**src/rtl/cic_compensator.sv**
```systemverilog
// Sequential-MAC FIR compensating CIC droop: one tap per clock, AHB-programmable
// coefficients, rounded and saturated AXI-Stream output.
module cic_compensator #(
  parameter int unsigned DW    = 16,
  parameter int unsigned CW    = 16,
  parameter int unsigned TAPS  = 16,
  parameter int unsigned SHIFT = 15
) (
  input  logic          clk,
  input  logic          reset_n,
  input  logic          ce,
  input  logic [DW-1:0] tdata_s,
  input  logic          tvalid_s,
  output logic          tready_s,
  output logic [DW-1:0] tdata_m,
  output logic          tvalid_m,
  input  logic          tready_m,
  input  logic [31:0]   haddr_s,
  input  logic [2:0]    hburst_s,
  input  logic [2:0]    hsize_s,
  input  logic [1:0]    htrans_s,
  input  logic [31:0]   hwdata_s,
  input  logic          hwrite_s,
  output logic [31:0]   hrdata_s,
  output logic          hreadyout_s,
  output logic          hresp_s,
  input  logic          hsel_s
);
  localparam int unsigned IW = $clog2(TAPS);
  localparam int unsigned PW = DW + CW;
  localparam int unsigned AW = PW + IW;
  localparam logic signed [AW-1:0] RND  = AW'(64'd1 << (SHIFT - 1));
  localparam logic signed [AW-1:0] OMAX = AW'((64'd1 << (DW - 1)) - 64'd1);
  localparam logic signed [AW-1:0] OMIN = ~OMAX;

  typedef enum logic [1:0] {S_IDLE, S_MAC, S_OUT} state_t;
  state_t state, state_nxt;

  logic signed [DW-1:0] xline [TAPS];
  logic signed [CW-1:0] coef  [TAPS];
  logic signed [AW-1:0] acc, acc_sum;
  logic signed [PW-1:0] prod;
  logic signed [DW-1:0] x_cur;
  logic signed [CW-1:0] c_cur, rd_coef;
  logic [IW-1:0]        idx;
  logic [DW-1:0]        mac_out;
  logic                 ctrl_en, ctrl_byp, armed, in_hs;
  logic                 dp_wr, addr_ph, stall;
  logic [11:2]          dp_addr;
  logic [31:0]          rd_data;
  logic                 unused_ok;

  assign unused_ok = ^{haddr_s[31:12], haddr_s[1:0], hburst_s, hsize_s, htrans_s[0],
                       hwdata_s[31:CW]};

  function automatic logic coef_hit(input logic [11:2] wa);
    return (wa[11:8] == 4'h1) && ({2'b00, wa[7:2]} < 8'(TAPS));
  endfunction

  function automatic logic [DW-1:0] sat_round(input logic signed [AW-1:0] a);
    logic signed [AW-1:0] r;
    r = (a + RND) >>> SHIFT;
    if (r > OMAX) return DW'(OMAX);
    if (r < OMIN) return DW'(OMIN);
    return DW'(r);
  endfunction

  // armed keeps tready_s low until the first edge after reset release
  assign tready_s = ce && ctrl_en && armed && (state == S_IDLE);
  assign in_hs    = tvalid_s && tready_s;

  assign x_cur   = xline[idx];
  assign c_cur   = coef[idx];
  assign prod    = $signed({{CW{x_cur[DW-1]}}, x_cur}) * $signed({{DW{c_cur[CW-1]}}, c_cur});
  assign acc_sum = acc + {{IW{prod[PW-1]}}, prod};
  assign mac_out = sat_round(acc_sum);

  always_ff @(posedge clk or negedge reset_n) begin
    if (!reset_n) state <= S_IDLE;
    else          state <= state_nxt;
  end

  always_comb begin
    state_nxt = state;
    if (ce) begin
      case (state)
        S_IDLE:  if (in_hs) state_nxt = ctrl_byp ? S_OUT : S_MAC;
        S_MAC:   if (idx == IW'(TAPS - 1)) state_nxt = S_OUT;
        S_OUT:   if (tready_m) state_nxt = S_IDLE;
        default: state_nxt = S_IDLE;
      endcase
    end
  end

  // Datapath: delay line, accumulator and output register, all frozen by ce
  always_ff @(posedge clk or negedge reset_n) begin
    if (!reset_n) begin
      for (int k = 0; k < TAPS; k++) xline[k] <= '0;
      acc      <= '0;
      idx      <= '0;
      tdata_m  <= '0;
      tvalid_m <= 1'b0;
      armed    <= 1'b0;
    end else begin
      armed <= 1'b1;
      if (ce) begin
        case (state)
          S_IDLE: begin
            if (in_hs && ctrl_byp) begin
              tdata_m  <= tdata_s;
              tvalid_m <= 1'b1;
            end else if (in_hs) begin
              xline[0] <= tdata_s;
              for (int k = 1; k < TAPS; k++) xline[k] <= xline[k-1];
              acc <= '0;
              idx <= '0;
            end
          end
          S_MAC: begin
            acc <= acc_sum;
            idx <= idx + IW'(1);
            if (idx == IW'(TAPS - 1)) begin
              tdata_m  <= mac_out;
              tvalid_m <= 1'b1;
            end
          end
          S_OUT:   if (tready_m) tvalid_m <= 1'b0;
          default: ;
        endcase
      end
    end
  end

  // A COEF write must not disturb an in-flight MAC, so its data phase waits for IDLE
  assign addr_ph     = hsel_s && htrans_s[1] && hreadyout_s;
  assign stall       = dp_wr && coef_hit(dp_addr) && (state != S_IDLE);
  assign hreadyout_s = !stall;
  assign hresp_s     = 1'b0;
  assign rd_coef     = coef[haddr_s[IW+1:2]];

  always_comb begin
    rd_data = '0;
    if (haddr_s[11:2] == 10'h000)      rd_data = {30'b0, ctrl_byp, ctrl_en};
    else if (haddr_s[11:2] == 10'h001) rd_data = {30'b0, tvalid_m, state != S_IDLE};
    else if (coef_hit(haddr_s[11:2]))  rd_data = {{(32-CW){rd_coef[CW-1]}}, rd_coef};
  end

  always_ff @(posedge clk or negedge reset_n) begin
    if (!reset_n) begin
      for (int k = 1; k < TAPS; k++) coef[k] <= '0;
      coef[0]  <= {1'b0, {(CW-1){1'b1}}};
      ctrl_en  <= 1'b1;
      ctrl_byp <= 1'b0;
      dp_wr    <= 1'b0;
      dp_addr  <= '0;
      hrdata_s <= '0;
    end else if (!stall) begin
      if (dp_wr && dp_addr == 10'h000) begin
        ctrl_en  <= hwdata_s[0];
        ctrl_byp <= hwdata_s[1];
      end else if (dp_wr && coef_hit(dp_addr)) begin
        coef[dp_addr[IW+1:2]] <= hwdata_s[CW-1:0];
      end
      dp_wr    <= addr_ph && hwrite_s;
      dp_addr  <= haddr_s[11:2];
      hrdata_s <= (addr_ph && !hwrite_s) ? rd_data : '0;
    end
  end
endmodule

```
**config.mk**
```make
export PLATFORM = sky130hd
export DESIGN_NAME = cic_compensator
export DESIGN_NICKNAME = d
export VERILOG_FILES = /design/src/rtl/cic_compensator.sv
export SDC_FILE = /design/constraint.sdc
export NUM_CORES = 2
export LEC_CHECK = 0
export CAP_MARGIN = 0
export CORE_MARGIN = 5
export CORE_UTILIZATION = 57
export CTS_BUF_LIST = sky130_fd_sc_hd__clkbuf_4 sky130_fd_sc_hd__clkbuf_8 sky130_fd_sc_hd__clkbuf_16
export DETAILED_ROUTE_END_ITERATION = 10
export GPL_TIMING_DRIVEN = 0
export PLACE_DENSITY = 0.81
export SETUP_SLACK_MARGIN = 0.05
export SYNTH_ARGS = -nofsm -noshare
export SYNTH_HDL_FRONTEND = slang
export SYNTH_SLANG_ARGS = --single-unit
export TNS_END_PERCENT = 5
```
**constraint.sdc**
```tcl
create_clock -name clk -period 12.47 [get_ports clk]
set_input_delay 2.494 -clock clk [delete_from_list [all_inputs] [get_ports clk]]
set_output_delay 2.494 -clock clk [all_outputs]
set_load 0.02 [all_outputs]
```
==> impl.org <==
** Timing
- Hold_ws :: 0.4788 ns
- Actual slew at the worst max-slew pin :: 1.385 ns
- Final setup viols :: 0
- Headroom to the max-slew limit came out at 7.671%.
- Number of max-slew violations in the final report :: 0
- FMAX :: 82.66 MHz
- The number of hold violations in the final report came to 0.
- On the final layout, the worst clock skew is 0.02820 ns.
- Post-Route Setup TNS :: 0 ns
- Dividing the final minimum period by the clock period gives 97.01%.
- Subtracting the final worst setup slack from the clock period gives 12.10 ns.

** Logic synthesis
- The synthesized design contains 0 enable-type register cells.
- Warnings, synthesis :: 0
- Syn Std Cell Area :: 41090 um^2
- Leading cell type by number of instances after synthesis :: sky130_fd_sc_hd__nand2_1
- Number of distinct library cells after synthesis :: 76
- Synth top area share :: 35.62%
- After synthesis the netlist holds a flip-flop and latch count of 601.
- Dominant cells by area after synthesis :: sky130_fd_sc_hd__dfrtp_1 36%, sky130_fd_sc_hd__fa_1 13%, sky130_fd_sc_hd__mux4_2 12%
- Summed over all instances, the cell type with the most area after synthesis is sky130_fd_sc_hd__dfrtp_1.
- After synthesis, the share of flip-flops with an asynchronous set or reset is 100.0%.
- After synthesis, flip-flops and latches occupy 36.65% of the total area.
- Net count of the mapped netlist :: 4375
- A synthesized cell averages 10.54 um^2.
- By count the netlist is led by 996 x sky130_fd_sc_hd__nand2_1, 585 x sky130_fd_sc_hd__dfrtp_1, 345 x sky130_fd_sc_hd__inv_1, 283 x sky130_fd_sc_hd__mux2_2, 263 x sky130_fd_sc_hd__fa_1.
- Top_reg_cell synth :: sky130_fd_sc_hd__dfrtp_1
- In the synthesized netlist, the number of instances is 3898.

** Drt
- In the final routed layout, each cell accounts on average for 24.50 um.
- Final antenna-violating net count :: 0
- The first TritonRoute pass finished after 5 iterations.
- Routed WL :: 124500 um
- DRC viols :: 0
- Vias post-DR :: 32313
- Dividing the detail-routed via count by the number of cells gives 6.361.
- The detailed router finished its first iteration with 4031 violations.

** Place
- After detailed placement, the total cell area comes to 43410 um^2.
- Dpl cells :: 4951
- IO buf count :: 96
- The congestion estimate from routability-driven global placement came to 0.9464.
- Once detailed placement completed, the half-perimeter wirelength came to 88760 um.

** CTS
- Largest buffer count on any clock path :: 3
- Hold-fix buffers at CTS :: 0
- CTS placed an instance of sky130_fd_sc_hd__clkbuf_16 at the clock tree root.
- TritonCTS clock tree :: yes
- Worst-path clk slew :: 0.06 ns
- The number of clock buffers added by TritonCTS is 67.
- The H-tree was split into 3 levels.
- At the later pin of the worst-skew pair, clock insertion delay measures 0.63 ns.
- The clock net in this run drives a total of 601 sinks.

** Power and ir drop
- Power density cells :: 112.4 nW/um^2
- Peak supply drop :: 0.09232 mV
- Summed over all cells, the static leakage comes to 22.43 nW.

** Global routing
- Overflow after GRT :: 0
- The initial antenna violation count was 6.
- The first global-routing pass estimated 192700 um of wire.
- Global routing used 31.85% of the available tracks across all layers.
- Pin count of the biggest net entering global routing :: 125
- The via count of the first global-routing pass was 33171.

** Die
- Chip width :: 278.5 um
- After floorplanning, the core was divided into 98 placement rows.
- Vertical die dimension :: 278.5 um
- Initial core utilization :: 57.49%
- Area of the core region :: 71490 um^2
- The floorplan step defined a die boundary enclosing 77570 um^2.
- Count of pins on the block boundary :: 147

** Setup path
- The worst register-to-register path has a setup slack of 0.37 ns.
- Critical-path maximum fanout :: 10
- The startpoint identified for the worst register-to-register timing path is idx[0].
- STA classifies the critical path startpoint as a flop.
- In this design, the critical path's most frequently occurring cell is sky130_fd_sc_hd__fa_1.
- Data required time at the worst endpoint :: 13.01 ns
- Reg-to-Reg End :: tdata_m[1]
- Number of cells on the worst reg-to-reg path :: 42
- In this run the worst setup path terminates at tdata_m[1].
- Timing startpoint of the critical path :: idx[0]
- Category of the critical setup timing path :: flop to flop
- Critical path capture point type :: flop
- Arrival time worst endpoint :: 12.64 ns
- In this design, the stage delay of the slowest critical-path cell is 0.59 ns.
- The slowest stage of the critical path belongs to the cell sky130_fd_sc_hd__or4_4.

** Cells and area
- Area taken by flip-flops and latches :: 15060 um^2
- Of the cells placed in the final design, the portion with a size suffix greater than 1 is 19.82%.
- Final Instance Area :: 46450 um^2
- The final layout contains 4552 nets.
- Footprint of the multi-input gates :: 24040 um^2
- Once layout is complete, the cells apart from fillers number 5080.
- Compared with the post-synthesis result, the final layout area differs by 13.04%.
- Total of fill cells in the finished design :: 5002

** Outcome
- Result of the run :: completed

** Run
- Across the run, the number of max-cap violations was 0.

** Min path
- The min-delay analysis places its worst path in the category flop to flop.
## per-stage QoR
stage          total power, mW  setup WS, ns  utilization [%]
2_1_floorplan            2.606        0.4085                -
3_3_place_gp             2.956        -17.94            60.49
3_5_place_dp             2.973        -2.581            60.72
4_1_cts                  5.173       0.05205            64.58
5_1_grt                  5.364      -0.01216            64.98
6_report                 5.220        0.3729            64.98
## how the worst min path moves through the flow
stage / startpoint / endpoint / slack (ns) / depth (start not counted)
after floorplan: xline[0] / xline[0] / 0.44 / 2
after global placement: xline[5] / xline[5] / 0.45 / 2
after detailed placement: xline[6] / xline[6] / 0.46 / 2
after CTS: xline[79] / xline[63] / 0.48 / 2
after global routing: acc[31] / acc[31] / 0.50 / 2
final: tdata_m[7] / tdata_m[7] / 0.48 / 2
## kinds of logic after synthesis
logic type | count (synthesis) | share of synthesized area (%)
and+or+nand+nor | 1389 | 14.01
DFF | 601 | 36.65
buffers and inverters | 578 | 5.499
muxes | 525 | 20.35
adders and majority gates | 382 | 16.44
AOI/OAI and AO/OA | 343 | 5.380
xor gates and xnor gates | 78 | 1.662
other | 2 | 0.01827
## cell type report
type                    count  share of cell area, %
repair buffers            113                  2.597
plain buffers             227                  2.580
diodes                      2                0.01077
multi-input cells        2720                  51.76
clock buffers              95                  4.288
inverters                 345                  2.804
clock inverters            27                 0.9804
well taps                 950                  2.559
flip-flops and latches    601                  32.42
## report_power, final
group	leakage, nW	internal, mW	switching (mW)
Sequential	8.11	2.00	0.0437
Clock	1.22	1.32	0.868
Combinational	13.1	0.366	0.625
Total	22.4	3.68	1.54
## state kept, by name (all words and copies together) (netlist names), 2 cells and up
register	cells
state	2
idx	4
coef	256
xline	256
acc	36
dp_addr	10
hrdata_s	16
tdata_m	16
## repair_timing
item | 4_1_cts | 5_1_grt
pin swaps | 2 | 5
cloned | 0 | 1
gates resized for setup | 137 | 88
buffers inserted | 2 | 7
endpoints found under the setup margin | 32 | 16
## critical path: cells and delay by family (launching register included)
family                   cells  cell delay (ns)
flip-flops                   1             0.37
multiplexers                 2             0.89
AO/OA/AOI/OAI               12             2.66
buffers and inverters       10             1.58
AND/OR/NAND/NOR              8             2.65
XOR/XNOR                     2             0.39
adder cells (fa/ha/maj)      8             3.47
## metal layers
| metal | wire [um] | track usage (%) |
|---|---|---|
| met3 | 14890 | 9.269 |
| met4 | 7397 | 17.09 |
| met1 | 44740 | 41.48 |
| met2 | 57400 | 48.80 |
| met5 | 47 | 0 |
## layout by cell type (no fill, tap or decap), types with 12 or more instances in the layout
master / instances
sky130_fd_sc_hd__inv_1: 341
sky130_fd_sc_hd__clkbuf_2: 16
sky130_fd_sc_hd__ha_1: 119
sky130_fd_sc_hd__and2_1: 17
sky130_fd_sc_hd__dfstp_2: 16
sky130_fd_sc_hd__clkdlybuf4s50_1: 95
sky130_fd_sc_hd__o21ai_4: 13
sky130_fd_sc_hd__mux2i_1: 20
sky130_fd_sc_hd__nand4_1: 12
sky130_fd_sc_hd__nand3_1: 25
sky130_fd_sc_hd__mux2_2: 283
sky130_fd_sc_hd__buf_4: 37
sky130_fd_sc_hd__dfrtp_1: 583
sky130_fd_sc_hd__xnor2_1: 52
sky130_fd_sc_hd__clkbuf_1: 141
sky130_fd_sc_hd__mux4_2: 220
sky130_fd_sc_hd__nor2b_1: 23
sky130_fd_sc_hd__clkbuf_16: 69
sky130_fd_sc_hd__xor2_1: 25
sky130_fd_sc_hd__nor2_1: 184
sky130_fd_sc_hd__nand2b_1: 30
sky130_fd_sc_hd__a21oi_1: 59
sky130_fd_sc_hd__or2_2: 14
sky130_fd_sc_hd__buf_2: 13
sky130_fd_sc_hd__o21a_1: 14
sky130_fd_sc_hd__a21o_1: 22
sky130_fd_sc_hd__o21ai_0: 97
sky130_fd_sc_hd__and3_1: 14
sky130_fd_sc_hd__nor3_1: 19
sky130_fd_sc_hd__o211ai_1: 12
sky130_fd_sc_hd__clkbuf_4: 23
sky130_fd_sc_hd__clkbuf_8: 18
sky130_fd_sc_hd__nand2_1: 995
sky130_fd_sc_hd__a31oi_1: 17
sky130_fd_sc_hd__fa_1: 263
Power figures use the tool's default switching activity.
